--- src/rtl/mem_dma_pkg.sv ---
// Shared constants and FSM encoding for the data-memory block-copy engine.
// BASE_ADDR/WINDOW_WORDS also define the data-memory offset used elsewhere.
package mem_dma_pkg;

    localparam logic [31:0] BASE_ADDR    = 32'h0010_0000;
    localparam int          WINDOW_WORDS = 262144;
    localparam int          LEN_W        = 18;

    typedef enum logic [1:0] {
        ST_IDLE,
        ST_READ,
        ST_WRITE,
        ST_DONE
    } state_t;

endpackage

--- src/rtl/mem_range_check.sv ---
// Combinational check that [addr, addr + 4*len) lies inside the window.
// Uses 33-bit sums so an address near 2^32 cannot wrap into range.
module mem_range_check #(
    parameter int LEN_W = 18
) (
    input  logic [31:0]      i_addr,
    input  logic [LEN_W-1:0] i_len,
    input  logic [31:0]      i_base,
    input  logic [30:0]      i_window_words,
    output logic             o_in_range
);

    logic [32:0] w_end;
    logic [32:0] w_limit;

    assign w_end      = {1'b0, i_addr} + 33'({i_len, 2'b00});
    assign w_limit    = {1'b0, i_base} + {i_window_words, 2'b00};
    assign o_in_range = (i_addr >= i_base) && (w_end <= w_limit);

endmodule

--- src/rtl/mem_copy_dma.sv ---
// Word-granular memmove engine on the single-port data-memory bus.
// Two cycles per word: READ captures rdata, WRITE stores it.
module mem_copy_dma #(
    parameter logic [31:0] BASE_ADDR    = mem_dma_pkg::BASE_ADDR,
    parameter int          WINDOW_WORDS = mem_dma_pkg::WINDOW_WORDS,
    parameter int          LEN_W        = mem_dma_pkg::LEN_W
) (
    input  logic             clk,
    input  logic             rst_n,
    input  logic             start,
    input  logic [31:0]      src_addr,
    input  logic [31:0]      dst_addr,
    input  logic [LEN_W-1:0] len_words,
    output logic             busy,
    output logic             done,
    output logic             err,
    output logic [31:0]      mem_address,
    output logic [31:0]      mem_wdata,
    input  logic [31:0]      mem_rdata,
    output logic             mem_cs,
    output logic             mem_we
);

    import mem_dma_pkg::*;

    state_t           r_state;
    state_t           w_next;
    logic [31:0]      r_src;
    logic [31:0]      r_dst;
    logic [LEN_W-1:0] r_len;
    logic [LEN_W-1:0] r_idx;
    logic             r_desc;
    logic             r_err;
    logic [31:0]      r_addr;
    logic [31:0]      r_hold;

    logic [31:0]      w_src;
    logic [31:0]      w_dst;
    logic             w_src_ok;
    logic             w_dst_ok;
    logic             w_ok;
    logic             w_desc;
    logic [LEN_W-1:0] w_idx0;
    logic [LEN_W-1:0] w_idx_nx;
    logic             w_last;

    function automatic logic [31:0] word_off(input logic [LEN_W-1:0] idx);
        return 32'({idx, 2'b00});
    endfunction

    assign w_src = src_addr & ~32'h3;
    assign w_dst = dst_addr & ~32'h3;
    assign w_ok  = w_src_ok && w_dst_ok;

    // Copying backwards when dst is above src keeps overlapping moves intact
    assign w_desc   = w_dst > w_src;
    assign w_idx0   = w_desc ? len_words - LEN_W'(1) : '0;
    assign w_idx_nx = r_desc ? r_idx - LEN_W'(1) : r_idx + LEN_W'(1);
    assign w_last   = r_desc ? (r_idx == '0) : (r_idx == r_len - LEN_W'(1));

    mem_range_check #(.LEN_W(LEN_W)) u_src_chk (
        .i_addr         (w_src),
        .i_len          (len_words),
        .i_base         (BASE_ADDR),
        .i_window_words (31'(WINDOW_WORDS)),
        .o_in_range     (w_src_ok)
    );

    mem_range_check #(.LEN_W(LEN_W)) u_dst_chk (
        .i_addr         (w_dst),
        .i_len          (len_words),
        .i_base         (BASE_ADDR),
        .i_window_words (31'(WINDOW_WORDS)),
        .o_in_range     (w_dst_ok)
    );

    always_ff @(posedge clk or negedge rst_n) begin
        if (!rst_n) begin
            r_state <= ST_IDLE;
        end else begin
            r_state <= w_next;
        end
    end

    always_ff @(posedge clk or negedge rst_n) begin
        if (!rst_n) begin
            r_src  <= '0;
            r_dst  <= '0;
            r_len  <= '0;
            r_idx  <= '0;
            r_desc <= 1'b0;
            r_err  <= 1'b0;
            r_addr <= '0;
            r_hold <= '0;
        end else begin
            unique case (r_state)
                ST_IDLE: begin
                    if (start) begin
                        r_src  <= w_src;
                        r_dst  <= w_dst;
                        r_len  <= len_words;
                        r_desc <= w_desc;
                        r_idx  <= w_idx0;
                        r_err  <= !w_ok;
                        r_addr <= w_src + word_off(w_idx0);
                    end
                end
                ST_READ: begin
                    r_hold <= mem_rdata;
                    r_addr <= r_dst + word_off(r_idx);
                end
                ST_WRITE: begin
                    if (!w_last) begin
                        r_idx  <= w_idx_nx;
                        r_addr <= r_src + word_off(w_idx_nx);
                    end
                end
                default: ;
            endcase
        end
    end

    // Strobes decode from state so an async reset drops cs/we at once
    always_comb begin
        w_next = r_state;
        busy   = 1'b0;
        done   = 1'b0;
        err    = 1'b0;
        mem_cs = 1'b0;
        mem_we = 1'b0;
        unique case (r_state)
            ST_IDLE: begin
                if (start) begin
                    if (!w_ok || len_words == '0) begin
                        w_next = ST_DONE;
                    end else begin
                        w_next = ST_READ;
                    end
                end
            end
            ST_READ: begin
                busy   = 1'b1;
                mem_cs = 1'b1;
                w_next = ST_WRITE;
            end
            ST_WRITE: begin
                busy   = 1'b1;
                mem_cs = 1'b1;
                mem_we = 1'b1;
                w_next = w_last ? ST_DONE : ST_READ;
            end
            ST_DONE: begin
                done   = 1'b1;
                err    = r_err;
                w_next = ST_IDLE;
            end
            default: w_next = ST_IDLE;
        endcase
    end

    assign mem_address = r_addr;
    assign mem_wdata   = r_hold;

endmodule

--- config.mk ---
export PLATFORM = sky130hd
export DESIGN_NAME = mem_copy_dma
export DESIGN_NICKNAME = d
export VERILOG_FILES = /design/src/rtl/mem_dma_pkg.sv /design/src/rtl/mem_range_check.sv /design/src/rtl/mem_copy_dma.sv
export SDC_FILE = /design/constraint.sdc
export NUM_CORES = 1
export LEC_CHECK = 0
export BUFFER_PORTS_ARGS = -buffer_cell sky130_fd_sc_hd__buf_2
export CAP_MARGIN = 10
export CORE_ASPECT_RATIO = 1.25
export CORE_UTILIZATION = 30
export CTS_CLUSTER_SIZE = 20
export DETAILED_ROUTE_END_ITERATION = 8
export HOLD_SLACK_MARGIN = 0.08
export SYNTH_ARGS = -nofsm -noshare
export SYNTH_HDL_FRONTEND = slang
export SYNTH_SLANG_ARGS = --single-unit
--- constraint.sdc ---
create_clock -name clk -period 4.35 [get_ports clk]
set_clock_uncertainty 0.2 [all_clocks]
set_input_delay 0.435 -clock clk [delete_from_list [all_inputs] [get_ports clk]]
set_output_delay 0.435 -clock clk [all_outputs]
set_load 0.02 [all_outputs]
**After elaboration in Yosys (flattened, before gate mapping)**

Cells that the tools add are included.

- $add $sub $neg: 9
- Multipliers: 0
- Div/mod/pow operators: 0
- $lt $le $gt $ge: 5
- Eq/ne operators: 6
- Shift-type cells: 0
- Muxes and demuxes: 17
- Bitwise gates (word level): 0
- Reductions and logical operators: 14

Operator list:

| cell | count |
|---|---|
| adder 32 x 20 -> 32 bit | 3 |
| case mux 32 bit (3 select lines) | 1 |
| 2-to-1 mux 18 bit | 4 |
| adder 32 x 20 -> 33 bit | 2 |
| less-or-equal comparator 33 x 22 -> 1 bit (second input constant) | 2 |
| >= comparator 32 x 21 -> 1 bit (second input constant) | 2 |
| 2-to-1 mux 32 bit | 2 |
| subtractor 18 x 1 -> 18 bit (second input constant) | 3 |
| zero test 18 bit | 2 |
| case mux 18 bit (2 select lines) | 1 |
| greater-than comparator 32 bit | 1 |
| adder 18 x 1 -> 18 bit (second input constant) | 1 |
| == test 18 bit | 1 |
| case mux 2 bit (4 select lines) | 1 |
| 2-to-1 mux 2 bit | 3 |
| AND reduction 3 bit | 2 |
| 2-to-1 mux 1 bit | 5 |
| == test 2 bit (second input constant) | 2 |
| != test 2 bit (second input constant) | 2 |
| logical AND 1 bit | 3 |
| nonzero test 3 bit | 1 |
| == test 2 x 1 -> 1 bit (second input constant) | 1 |
| zero test 2 bit | 1 |
| AND reduction 2 bit | 1 |
| 4 further kinds | 4 |

- Flip-flop bits (word level): 164
- Bits in latches: 0
- RAM bits: 0
- ROM bits: 0
- Output and inout port bits: 69
- Word-level logic and storage cells: 60
- Memories: 0

**Logic depth before layout (Yosys ltp)**

Gate-level depths: netlist of run 1.

- Depth after elaboration: 9
- Mapped depth: 25
- Gate-level depth less buffers: 23

**Modules after synthesis**

A second synthesis of run 1 with hierarchy kept.

- Cell total of the unflattened synthesis: 2,540
- Area total of the unflattened synthesis: 21,121.5 um^2

By module, submodules not included:

| module | instances | cells each | area an instance (um^2) | seq. area each (um^2) |
|---|---|---|---|---|
| mem_copy_dma | 1 | 1,400 | 12,778.5 | 4,053.9 |
| mem_range_check | 2 | 570 | 4,171.5 | 0.0 |

**Worst setup path after synthesis of run 1**

No wires, ideal clock.

- Path kind: input -> register
- Start point: input src_addr[25]
- End point: register r_addr[31], in the netlist mem_address[31]
- Setup time: 0.127 ns
- Arrival: 5.296 ns
- Required time: 4.023 ns
- Slack: -1.273 ns
- Cell stages on the path: 24
- Buffers on the path: 4
- Cells stage by stage: clkbuf_1 -> inv_1 -> ha_1 -> a21o_1 -> a21o_1 -> a21oi_1 -> nor2b_1 -> o21ai_0 -> a21oi_1 -> o21ai_0 -> clkbuf_1 -> clkbuf_1 -> clkbuf_1 -> nor2_1 -> ha_1 -> and3_1 -> a21oi_1 -> and3_1 -> nor4_1 -> a2111oi_0 -> nor3_1 -> xnor2_1 -> nor3_1 -> nor3_2

- Cells in the longest elaborated chain, start to end: 5

RTL lines:

| element | RTL line | text |
|---|---|---|
| start: declaration | mem_copy_dma.sv:11 | `input logic [31:0] src_addr,` |
| greater-than comparator 32 bit | mem_copy_dma.sv:56 | `assign w_desc = w_dst > w_src;` |
| 2-to-1 mux 18 bit | mem_copy_dma.sv:57 | `assign w_idx0 = w_desc ? len_words - LEN_W'(1) : '0;` |
| adder 32 x 20 -> 32 bit (*) | mem_copy_dma.sv:105 | `r_addr <= w_src + word_off(w_idx0);` |
| 2-to-1 mux 32 bit (*) | mem_copy_dma.sv:98 | `if (start) begin` |
| case mux 32 bit (3 select lines) (*) | mem_copy_dma.sv:96 | `unique case (r_state)` |
| end signal: assignment | mem_copy_dma.sv:105 |  |
| end signal: assignment | mem_copy_dma.sv:110 | `r_addr <= r_dst + word_off(r_idx);` |
| end signal: assignment | mem_copy_dma.sv:115 | `r_addr <= r_src + word_off(w_idx_nx);` |
| end: declaration | mem_copy_dma.sv:34 | `logic [31:0] r_addr;` |

Every way passes the cells marked *; elsewhere a longest branch is shown, timed or not. The select of a mux whose other input is x is not followed.
A chain may end at the register's enable or synchronous reset.

**Worst setup path in the final report of run 1**

- Start point: register r_idx[1]
- End point: register r_addr[28], in the netlist mem_address[28]

- Cells in the longest elaborated chain, start to end: 5
- Elaborated cells between the ends (all ways): 12
- Those cells by class: 4 x add/sub; 2 x eq/ne; 4 x mux; 2 x reduce/logical

RTL lines:

| element | RTL line | text |
|---|---|---|
| start: declaration | mem_copy_dma.sv:31 | `logic [LEN_W-1:0] r_idx;` |
| start signal: assignment | mem_copy_dma.sv:103 | `r_idx <= w_idx0;` |
| start signal: assignment | mem_copy_dma.sv:114 | `r_idx <= w_idx_nx;` |
| adder 18 x 1 -> 18 bit or subtractor 18 x 1 -> 18 bit (tied branches) | mem_copy_dma.sv:58 | `assign w_idx_nx = r_desc ? r_idx - LEN_W'(1) : r_idx + LEN_W'(1);` |
| 2-to-1 mux 18 bit | mem_copy_dma.sv:58 |  |
| adder 32 x 20 -> 32 bit | mem_copy_dma.sv:115 |  |
| 2-to-1 mux 32 bit | mem_copy_dma.sv:113 | `if (!w_last) begin` |
| case mux 32 bit (3 select lines) | mem_copy_dma.sv:96 |  |

Several ways; a longest one is shown, not always the timed one. The select of a mux whose other input is x is not followed.

==> run_results.csv, run 1 <==
group,metric,value,unit
status,status,"finished with violations",
status,violations,"negative setup slack",
route,drt-initial-drc-count,1053,
critical_path,worst-path-max-fanout,6,
floorplanning,fp.dieW,202,um
grt,grt_max_degree,91,
critical_path,worstPathRequired,4.48,ns
grt,grt_pass1_wl,86900,um
synth,ys_seq_area_frac,0.270,
floorplanning,start_util,0.304,
power_and_ir_drop,p_clk_frac,0.382,
timing,worst_slack,-0.268,ns
power_and_ir_drop,swShare,0.313,
critical_path,critPathSlowestCell,"a2111o_1",
route,ant_nets,0,
power_and_ir_drop,power_density,213,nW/um^2
floorplanning,die_y,252,um
synth,synth_cell_type_count,80,
run,maxCapViolations,0,
synth,synth_cells,1774,
critical_path,arrival,4.75,ns
clock_tree,cts_root_buf,"clkbuf_16",
synth,avgSynthCellArea,8.46,um^2
timing,worst_slew_pin_slew,1.05,ns
timing,finalCritPeriodShare,1.06,
floorplanning,fp.dieArea,51000,um^2
power_and_ir_drop,p_total,4.36,mW
timing,post-route-min-period,4.62,ns
timing,finalSetupTns,-2.52,ns
power_and_ir_drop,seq_power_share,0.350,
place,postPlaceCellArea,18800,um^2
route,detail_route.vias_per_cell,5.30,
route,drtPass1Iterations,5,
critical_path,slowest_delay,0.45,ns
route,route.detailed.drc,0,
synth,synth_top_area_frac,0.270,
place,dp.final_hpwl,46200,um
synth,syn_area,15000,um^2
finish,drive_above_1_share,0.328,
critical_path,critPathTopFamily,"compound AO/OA/AOI/OAI gates",
synth,synth_seq_cells,162,
synth,yosys.area.top_type,"dfrtp_1",
grt,gr-total-overflow,0,
critical_path,crit_chain,"buf_6 > ha_4 > a211o_1 > a21oi_4 > o21ai_2 > a41o_1 > nor2_2 > xnor2_2 > ha_1 > a21o_1 > a21o_1 > a2111o_1 > a31oi_4 > a311oi_4 > o41ai_4 > buf_6 > nor2b_1 > xor2_1 > a221oi_2 > a221oi_2",
floorplanning,fp.coreArea,49400,um^2
place,gp_congestion,0.954,
synth,ys_warn_count,0,
clock_tree,clkLatencyLatePin,0.45,ns
power_and_ir_drop,pwr-share-comb,0.267,
floorplanning,ios,186,
synth,synth_common_cells,"dfrtp_1 (162), nand2_1 (162), ha_1 (142)",
clock_tree,cts_tree,"yes",
timing,hold_viol_final,0,
finish,area_growth,36.3,%
synth,async_flop_share,1.00,
power_and_ir_drop,switchingPower,1.37,mW
finish,fin_nets,2519,
floorplanning,rows,91,
route,routed_wirelength,57400,um
clock_tree,cts_buffer_depth,2,
synth,synth_area_leaders,"dfrtp_1 (27%), ha_1 (12%), mux2_2 (6.0%), xnor2_1 (5.8%), a21oi_1 (4.2%)",
place,port_buffers,179,
timing,max_slew_margin,0.298,
timing,hold_ws,0.110,ns
critical_path,cp_num_buf_inv,2,
timing,setup_viol,14,
timing,maxSlewViolCount,0,
grt,grt_pass1_vias,15500,
grt,antenna_found_initial,2,
route,vias,15500,
clock_tree,cts_sinks,162,
grt,grt_use_total,0.221,
critical_path,r2r_setup_slack,-0.27,ns
clock_tree,path_clk_slew,0.07,ns
power_and_ir_drop,p_int,2.99,mW
timing,rsz0062_at_grt,"true",
critical_path,cp-start-kind,"flop",
finish,utilization,0.414,
power_and_ir_drop,leakagePower,9.86,nW
clock_tree,cts_buffers,17,
timing,fmax,0.217,GHz
critical_path,cp-end-kind,"flop",
synth,synth_top_flop_cell,"dfrtp_1",
synth,synth_edf_count,0,
finish,stdcell_area,20500,um^2
power_and_ir_drop,vdd_ir_drop_max,0.285,mV
route,wl_per_cell,19.7,um
critical_path,critPathKind,"flop to flop",
clock_tree,h-tree-depth,4,
worst_hold_path,worst_hold_path_type,"input pin to flop",
==> per-layer routing <==
layer,global-route usage,wire (um),up-vias
li1,-,-,7469
met1,0.267,24100,7525
met2,0.392,28700,382
met5,0,0,-
met4,0.102,2420,0
met3,0.0218,2100,89
==> timing repair <==
item / in CTS / in global routing
hold endpoints to repair: 118 / 0
pin swaps: 43 / 43
setup buffers: 18 / 8
hold buffers: 34 / 0
gates cloned: 1 / 0
setup endpoints to repair: 20 / 20
resized for setup: 68 / 39
==> layout make-up <==
type	count	area (um^2)
multi-input cells	1459	11000
flip-flops and latches	162	4060
well taps	651	815
repair buffers	530	3660
clock buffers	19	443
fillers	4960	28900
inverters	84	315
clock inverters	13	185
diodes	2	5.00
==> flip-flops by register name, summed over array words and instances (netlist names) <==
| signal | cells |
|---|---|
| r_err | 1 |
| r_dst | 30 |
| r_idx | 18 |
| r_desc | 1 |
| r_state | 2 |
| r_len | 18 |
| mem_wdata | 32 |
| r_src | 30 |
| mem_address | 30 |
==> worst reg2reg max path, cell delays in order (launching register included) <==
cell	delay, ns
dfrtp_1	0.40
buf_6	0.13
ha_4	0.23
a211o_1	0.30
a21oi_4	0.21
o21ai_2	0.10
a41o_1	0.28
nor2_2	0.16
xnor2_2	0.14
ha_1	0.27
a21o_1	0.19
a21o_1	0.19
a2111o_1	0.45
a31oi_4	0.22
a311oi_4	0.08
o41ai_4	0.23
buf_6	0.18
nor2b_1	0.06
xor2_1	0.14
a221oi_2	0.30
a221oi_2	0.05
==> power by group through the flow <==
stage               Combinational (mW)  Clock (mW)  Sequential [mW]
global placement                  1.06           0             1.56
CTS                               1.14        1.70             1.53
detailed placement                1.07           0             1.56
finish                            1.17        1.67             1.53
floorplan                        0.543           0             1.58
global route                      1.26        1.75             1.53
==> cells by family after synthesis <==
| family | after synthesis | share of synthesized area |
|---|---|---|
| xor gates and xnor gates | 153 | 0.0892 |
| muxes | 91 | 0.0676 |
| and+or+nand+nor | 573 | 0.188 |
| adders and majority gates | 148 | 0.126 |
| buffers and inverters | 154 | 0.0408 |
| DFF | 162 | 0.270 |
| other | 1 | 0.000250 |
| AOI/OAI and AO/OA | 492 | 0.217 |
==> metrics by stage <==
stage	worst slack, ns	instances
finish	-0.268	2920
global route	-0.431	2920
floorplan	-0.0137	1775
global placement	-0.972	2827
CTS	-0.264	2910
detailed placement	-1.04	2827
==> path summary, 6_finish.rpt <==
| path | start | endpoint | cells past startpoint |
|---|---|---|---|
| min in group asynchronous | rst_n | r_src[24] | 2 |
| max in group asynchronous | rst_n | mem_wdata[17] | 3 |
| max | r_idx[1] | mem_address[28] | 20 |
| max reg2reg | r_idx[1] | mem_address[28] | 20 |
| min | start | r_err | 2 |
| min reg2reg | mem_address[10] | mem_address[10] | 2 |
==> cells in the final DEF (no fill, tap or decap), drive strengths merged, types with 9 or more instances in the layout <==
| cell | synthesis | final |
|---|---|---|
| a21o | 37 | 37 |
| or3 | 20 | 20 |
| nor2b | 20 | 20 |
| o31ai | 13 | 13 |
| xnor2 | 99 | 99 |
| o21ai | 134 | 134 |
| o211ai | 9 | 9 |
| mux2 | 83 | 83 |
| and3 | 16 | 16 |
| xor2 | 54 | 54 |
| o21a | 21 | 21 |
| and2 | 9 | 9 |
| o22ai | 11 | 11 |
| nand2b | 25 | 25 |
| ha | 142 | 142 |
| a31oi | 16 | 16 |
| inv | 83 | 93 |
| a221oi | 22 | 22 |
| a21oi | 126 | 126 |
| nand3 | 39 | 39 |
| buf | 23 | 496 |
| o21bai | 11 | 11 |
| a211oi | 16 | 16 |
| clkbuf | 47 | 19 |
| nor3 | 59 | 59 |
| nor2 | 134 | 134 |
| dfrtp | 162 | 162 |
| nor4 | 23 | 23 |
| nand4 | 29 | 29 |
| nand2 | 162 | 162 |
| dlygate4sd3 | 0 | 34 |
(Power assumes the default switching activity.)
==> run 2: changes to the inputs <==
--- a/config.mk
+++ b/config.mk
@@ -5,6 +5,7 @@
 export SDC_FILE = /design/constraint.sdc
 export NUM_CORES = 1
 export LEC_CHECK = 0
+export ABC_AREA = 1
 export BUFFER_PORTS_ARGS = -buffer_cell sky130_fd_sc_hd__buf_2
 export CAP_MARGIN = 10
 export CORE_ASPECT_RATIO = 1.25
==> run 2 against run 1 <==
Compared with the run above:
- the run now ends clean
- combinational power barely moved
- global-route usage rose by 2.1 points
- design area rose by 6.5%
- first-iteration DRC count rose by 49%
==> run_results.csv, run 2 <==
group,metric,value,unit
clock_tree,clkLatencyLatePin,0.46,ns
route,drtPass1Iterations,5,
synth,synth_common_cells,"nand2_1 (984), inv_1 (324), nor2_1 (218)",
place,port_buffers,179,
timing,max_slew_margin,0.477,
synth,synth_area_leaders,"dfrtp_1 (24%), nand2_1 (22%), ha_1 (11%), inv_1 (7.2%), a21oi_1 (5.7%)",
critical_path,crit_top_cell,"nand2_1",
synth,synth.area.mux_share,0.00356,
synth,ys_warn_count,0,
synth,yosys.area.top_type,"dfrtp_1",
route,drt-initial-drc-count,1573,
route,routed_wirelength,69600,um
floorplanning,die_y,267,um
critical_path,critPathSlowestCell,"dfrtp_2",
finish,diodes,0,
critical_path,r2r_setup_slack,0.13,ns
critical_path,reg2regPathDepth,24,
status,status,"finished clean",
critical_path,endpoint,"mem_address[25]",
clock_tree,cts_sinks,162,
critical_path,slowest_delay,0.46,ns
synth,synth_seq_cells,162,
synth,synth_top_area_frac,0.240,
finish,area_growth,29.3,%
power_and_ir_drop,leakagePower,11.9,nW
synth,synth_top_family_by_area,"simple AND/OR/NAND/NOR gates",
route,route.detailed.drc,0,
floorplanning,fp.dieW,214,um
clock_tree,h-tree-depth,4,
critical_path,r2r_end,"mem_address[25]",
critical_path,crit_start,"r_desc",
place,postPlaceCellArea,20600,um^2
clock_tree,cts_root_buf,"clkbuf_16",
synth,synth-xor-area-share,0.0390,
synth,synth_cells,2738,
route,detail_route.vias_per_cell,4.99,
route,vias,19700,
synth,ys_seq_area_frac,0.240,
critical_path,critPathTopFamily,"simple AND/OR/NAND/NOR gates",
critical_path,worst-path-max-fanout,17,
finish,utilization,0.395,
finish,fin_nets,3469,
timing,finalCritPeriodShare,0.969,
clock_tree,cts_buffers,17,
clock_tree,cts_buffer_depth,2,
critical_path,critPathKind,"flop to flop",
place,gp_congestion,0.985,
synth,synthAdderAreaFrac,0.112,
critical_path,arrival,4.42,ns
timing,rsz0062_at_grt,"true",
finish,largest_register_ffs,32,
floorplanning,rows,96,
place,dp.final_hpwl,57600,um
worst_hold_path,worst_hold_path_type,"input pin to flop",
clock_tree,path_clk_slew,0.08,ns
grt,gr-total-overflow,0,
floorplanning,fp.coreArea,55300,um^2
clock_tree,post_cts_buffers,0,
finish,layout_commonest_cell,"nand2_1",
floorplanning,fp.dieArea,57200,um^2
finish,drive_above_1_share,0.177,
timing,maxSlewViolCount,0,
synth,async_flop_share,1.00,
power_and_ir_drop,vdd_ir_drop_max,0.300,mV
floorplanning,ios,186,
route,ant_nets,0,
synth,syn_area,16900,um^2
run,maxCapViolations,0,
grt,grt_max_degree,91,
critical_path,r2r_start,"r_desc",
synth,synth_cell_type_count,49,
critical_path,cp-end-kind,"flop",
route,wl_per_cell,17.6,um
critical_path,crit_chain,"buf_12 > ha_1 > a21oi_1 > o21ai_0 > inv_1 > o31ai_1 > buf_4 > a21boi_2 > inv_1 > or2_2 > and2_1 > ha_4 > buf_4 > nand4_1 > nor2_2 > nand4_1 > buf_4 > a31oi_1 > o21ai_0 > o21ai_0 > nand2_1 > nand2_1 > nand2_1 > nand2_1",
timing,fmax,0.237,GHz
finish,stdcell_area,21800,um^2
timing,setup_viol,0,
timing,hold_ws,0.108,ns
critical_path,path_depth,24,
critical_path,cp_num_buf_inv,6,
grt,grt_pass1_wl,106000,um
finish,final_cells,3952,
timing,worst_slew_pin_slew,0.784,ns
grt,grt_use_total,0.242,
timing,post-route-min-period,4.22,ns
place,dp_cells,3877,
synth,yosys.area_share.simple,0.375,
synth,synth_top_flop_cell,"dfrtp_1",
synth,yosysMostFrequentCell,"nand2_1",
critical_path,cp-start-kind,"flop",
critical_path,worstPathRequired,4.55,ns
timing,hold_viol_final,0,
finish,final_cell_mix,"nand2_1 (982), inv_1 (322), buf_4 (273)",
clock_tree,cts_tree,"yes",
power_and_ir_drop,power_density,196,nW/um^2
synth,avgSynthCellArea,6.16,um^2
synth,synth_edf_count,0,
grt,grt_pass1_vias,19100,
synth,synth_compound_area_frac,0.140,
grt,antenna_found_initial,1,
floorplanning,start_util,0.305,
[run 2: cell types whose count changed after synthesis, moves of 21 or more]
cell,delta
nor3_1,-21
nor2_1,+85
nand2_1,+822
xnor2_1,-82
a21o_1,-27
o21ai_0,+65
mux2_2,-80
a21oi_1,+65
inv_1,+241
nand3_1,+114
nand2b_1,-25
[run 2: layout make-up]
cell class                      count  area, um^2
Timing Repair Buffer              499        3450
Inverter                          331        1250
Clock buffer                       17         425
Sequential cell                   162        4060
Fill cell                        6046       33400
Multi-Input combinational cell   2193       11500
Tap cell                          735         920
Clock inverter                     15         185
[run 2: cell families after synthesis]
| logic type | after synthesis |
|---|---|
| AOI/OAI and AO/OA | 443 |
| adders and majority gates | 148 |
| and+or+nand+nor | 1519 |
| muxes | 6 |
| DFF | 162 |
| xor gates and xnor gates | 75 |
| buffers and inverters | 384 |
| other | 1 |
[run 2: worst min path at each step]
stage                      start               to  slack, ns  depth (start not counted)
CTS                  src_addr[6]         r_src[6]       0.09                          3
global route         src_addr[6]         r_src[6]       0.12                          3
detailed placement  mem_wdata[0]     mem_wdata[0]       0.25                          2
global placement    mem_wdata[7]     mem_wdata[7]       0.25                          2
finish               src_addr[6]         r_src[6]       0.11                          3
floorplan                  rst_n  mem_address[10]      -0.06                          0
[run 2: per-stage QoR]
stage	setup WS (ns)	TNS (ns)	total power, mW
2_1_floorplan	0.289	0	2.14
3_3_place_gp	-0.159	-1.02	2.68
3_5_place_dp	-0.235	-1.88	2.68
4_1_cts	0.0112	0	4.30
5_1_grt	-0.0296	-0.0976	4.48
6_report	0.134	0	4.27
[run 2: repair_timing]
action                     4_1_cts  5_1_grt
resized for setup                6       54
hold endpoints to repair       114        0
setup endpoints to repair        9       19
pin swaps                        0        9
hold buffers                    43        0
[run 2: worst min-delay path: stages]
cell and delay [ns]:
buf_2 0.12, inv_1 0.08, o21ai_0 0.09
[run 2: routing by layer]
metal	global-route usage	wire, um	vias up
li1	-	-	9826
met1	0.286	28300	9061
met5	0	0	-
met2	0.432	34200	670
met3	0.0243	3610	158
met4	0.125	3510	0
[run 2: power by group]
group	internal, mW	switching, mW	total (mW)	leakage, nW
sequential	1.52	0.00713	1.53	2.12
combinational	0.462	0.711	1.17	9.48
clock	0.781	0.786	1.57	0.292
total	2.76	1.50	4.27	11.9
